===== src/rtl/product_accumulator.sv =====
// Accumulates a stream of 32-bit unsigned products into a wide running sum and
// emits the sum, beat count and sticky overflow through a valid/ready output register.
module product_accumulator #(
    parameter int ACC_WIDTH   = 40,
    parameter int COUNT_WIDTH = 8
) (
    input  logic                   clk,
    input  logic                   rst,
    input  logic                   in_valid,
    output logic                   in_ready,
    input  logic [31:0]            product,
    input  logic                   in_last,
    input  logic                   acc_clear,
    output logic                   out_valid,
    input  logic                   out_ready,
    output logic [ACC_WIDTH-1:0]   acc_out,
    output logic [COUNT_WIDTH-1:0] out_count,
    output logic                   out_overflow
);

    function automatic logic [COUNT_WIDTH-1:0] sat_inc(input logic [COUNT_WIDTH-1:0] c);
        return (&c) ? c : c + COUNT_WIDTH'(1);
    endfunction

    logic [ACC_WIDTH-1:0]   acc;
    logic [COUNT_WIDTH-1:0] cnt;
    logic                   ovf;
    logic [ACC_WIDTH:0]     sum;
    logic                   accept;

    assign in_ready = !out_valid || out_ready;
    assign accept   = in_valid && in_ready;
    // Bit ACC_WIDTH of the widened sum is the carry-out used for the sticky flag.
    assign sum      = {1'b0, acc} + {{(ACC_WIDTH + 1 - 32){1'b0}}, product};

    always_ff @(posedge clk) begin
        if (rst) begin
            acc          <= '0;
            cnt          <= '0;
            ovf          <= 1'b0;
            out_valid    <= 1'b0;
            acc_out      <= '0;
            out_count    <= '0;
            out_overflow <= 1'b0;
        end else begin
            if (out_valid && out_ready) begin
                out_valid <= 1'b0;
            end
            // Clear wins over a coincident beat, discarding it and any result it would produce.
            if (acc_clear) begin
                acc <= '0;
                cnt <= '0;
                ovf <= 1'b0;
            end else if (accept) begin
                if (in_last) begin
                    acc_out      <= sum[ACC_WIDTH-1:0];
                    out_count    <= sat_inc(cnt);
                    out_overflow <= ovf | sum[ACC_WIDTH];
                    out_valid    <= 1'b1;
                    acc          <= '0;
                    cnt          <= '0;
                    ovf          <= 1'b0;
                end else begin
                    acc <= sum[ACC_WIDTH-1:0];
                    cnt <= sat_inc(cnt);
                    ovf <= ovf | sum[ACC_WIDTH];
                end
            end
        end
    end

endmodule


===== config.mk =====
export PLATFORM = sky130hd
export DESIGN_NAME = product_accumulator
export DESIGN_NICKNAME = d
export VERILOG_FILES = /design/src/rtl/product_accumulator.sv
export SDC_FILE = /design/constraint.sdc
export NUM_CORES = 1
export LEC_CHECK = 0
export ABC_AREA = 1
export CORE_MARGIN = 5
export CORE_UTILIZATION = 52
export DETAILED_ROUTE_END_ITERATION = 10
export GPL_TIMING_DRIVEN = 0
export PLACE_DENSITY = 0.85
export SLEW_MARGIN = 5
export SYNTH_ARGS = -nofsm -noshare
export SYNTH_HDL_FRONTEND = slang
export SYNTH_SLANG_ARGS = --single-unit

===== constraint.sdc =====
create_clock -name clk -period 2.7 [get_ports clk]
set_input_delay 0.81 -clock clk [delete_from_list [all_inputs] [get_ports clk]]
set_output_delay 0.81 -clock clk [all_outputs]
set_load 0.01 [all_outputs]

==> metrics.cfg <==
[run_status]
status=finished, final reports clean

[timing]
worst_pin_slew_ps=774
setup_viol=0
clock.fmax_ghz=0.385
finalCriticalPeriod_ps=2600
slew_viol_final=0
hold_viol=0
finalCritPeriodShare=0.963
finalClockSkew_ps=6.84
tns_ps=0
relSlewSlack=0.484
rsz0062_at_grt=yes

[power]
power_mw=3.57
peakVddDrop_uv=293
p_leak_nw=4.10
p_per_area_mw_per_mm2=429

[clock_tree]
cts.sinks=99
tritoncts=done
clock_latency_ps=360
numCtsBuffers=9
clk_path_buf_depth=2
clk_pin_slew_ps=70
root_buffer=clkbuf_16
htreeDepth=3

[worst_setup_path]
r2r-start=acc[0]
critical_path_arrival_ps=2810
worstPathRequired_ps=2910
timing.rr.end=acc_out[32]
critPathLaunch=product[2]
r2r_cells=17
r2r_slack_ps=500
crit_end=acc[23]
cp_max_fo=6
endpoint_kind=flop
critPathLaunchType=input port
path_class=input port to flop

[drt]
met2RoutedLength_mm=8.31
via_per_inst=5.03
highest-signal-layer=met4
wl_met3_mm=1.25
dr.first_iter.drc_count=627
vias=6919
detail_route.wl_per_cell_um=13.7
met1_length_mm=8.75
ant_nets=0
drt-total-wl_mm=18.8
drc=0
dr.pass1.iters=6

[global_routing]
grt_pass1_wl_mm=29.6
grt_overflow=0
grtUsageTotal=0.249
antenna_found_initial=0
grt_max_degree=16
grt_pass1_vias=6158

[finish]
final_cell_mix=nand2_1 (342), inv_1 (170), nor2_1 (152), dfxtp_1 (99), clkdlybuf4s50_1 (84)
fin_area_mm2=0.00832
final_common_cell=nand2_1
final_core_util=0.667
stdcell_count=1375
nets=1271
drive_gt1_frac=0.0923
area_growth_pct=27.3
antenna_cells=0

[yosys]
yosys.cell_types.count=31
synth.area.top_cells=dfxtp_1 (30%), nand2_1 (21%), inv_1 (9.9%), nor2_1 (9.2%), ha_1 (6.3%)
synth_top_cell_area_share=0.303
syn-cell-area_mm2=0.00653
synth.net_count=1165
syn_inst=1093
syn_avg_cell_area_um2=5.98
synth_top_cell_by_area=dfxtp_1
seq_area_frac_synth=0.303
yosysWarnings=0
ys_ff_latch=99

[place]
gp_congestion=0.981
dpl.hpwl_mm=14.3
place_area_mm2=0.00763
placed_cells=1353
io_buffer_count=88

[min_path]
hold_class=flop to flop

[floorplanning]
coreArea_mm2=0.0125
die_w_um=122
die_h_um=122
rows=41
start_util=0.524
dieArea_mm2=0.0149
io_pins=89

[run]
cap_violations=0

## through the flow
step,setup WS [ps],hold slack [ps]
after floorplan,272,449
after global placement,-678,456
after detailed placement,-678,463
after CTS,24.5,472
after global routing,-49.2,486
final,100,475
## flip-flops by register name, indices dropped and copies added (netlist names)
register	count
acc	40
out_valid	1
out_overflow	1
cnt	8
acc_out	40
ovf	1
out_count	8
## layout make-up
| class | count | area [um^2] |
|---|---|---|
| Fill cell | 1110 | 4150 |
| Multi-Input combinational cell | 790 | 4090 |
| Sequential cell | 99 | 1980 |
| Timing Repair Buffer | 95 | 936 |
| Inverter | 173 | 649 |
| Clock buffer | 12 | 267 |
| Tap cell | 172 | 215 |
| Buffer | 31 | 133 |
| Clock inverter | 3 | 46.3 |
## cell usage after synthesis
cell and instances:
nand2_1 358, inv_1 172, nor2_1 160, dfxtp_1 99, a21oi_1 74, nand3_1 54, o21ai_0 39, ha_1 33
xor2_1 18, buf_2 13, clkbuf_1 13, xnor2_1 9, nand2_2 7, nand3_2 6, nor3_1 6, buf_1 5
a31oi_1 3, nand4_1 3, nor2_2 3, nor2_4 3, nor4_1 3, a21o_1 2, or2_1 2, a21oi_2 1
a22oi_1 1, a2bb2oi_1 1, and2_1 1, fa_1 1, inv_2 1, mux2_2 1, o22ai_1 1
## cell families (layout without fill, tap and decap cells)
logic type,count (synthesis),in the layout,share of synthesized area
simple gates,606,606,0.376
buf+inv,204,314,0.120
compound gates,122,122,0.0965
flops,99,99,0.303
fa+ha+maj,34,34,0.0663
xor+xnor,27,27,0.0362
mux,1,1,0.00172
## power breakdown
part	total [mW]	leakage, nW	switching (mW)	internal [mW]
Sequential	1.54	0.805	0.0295	1.51
Combinational	0.660	3.14	0.383	0.277
Clock	1.37	0.151	0.575	0.791
## critical path, cell delays in order
cell and delay (ps):
clkdlybuf4s50_1 510, ha_2 320, or2_1 250, nand3_1 100, nand2_2 110, nand2_1 100
nand3_2 130, or2_1 260, nand3_1 120, a21oi_1 90
## worst min-delay path by stage
stage | slack (ps) | start | cells after the start | endpoint
finish | 470 | acc[29] | 2 | acc[29]
CTS | 470 | acc[18] | 2 | acc[18]
global placement | 460 | acc[0] | 2 | acc[0]
floorplan | 450 | acc[0] | 2 | acc[0]
detailed placement | 460 | acc[19] | 2 | acc[19]
global route | 490 | acc[11] | 2 | acc[11]
## repair_timing
| action | 4_1_cts | 5_1_grt |
|---|---|---|
| buffers inserted | 3 | 4 |
| hold buffers | 0 | 0 |
| resized for setup | 7 | 57 |
| pin swaps | 3 | 4 |
| setup endpoints to repair | 25 | 41 |
## layer usage
| layer | vias up | GRT usage |
|---|---|---|
| li1 | 3559 | - |
| met1 | 3059 | 0.349 |
| met2 | 271 | 0.389 |
| met3 | 30 | 0.0316 |
| met4 | 0 | 0.100 |
| met5 | - | 0 |
No activity file was read; power rests on OpenSTA's default activity.
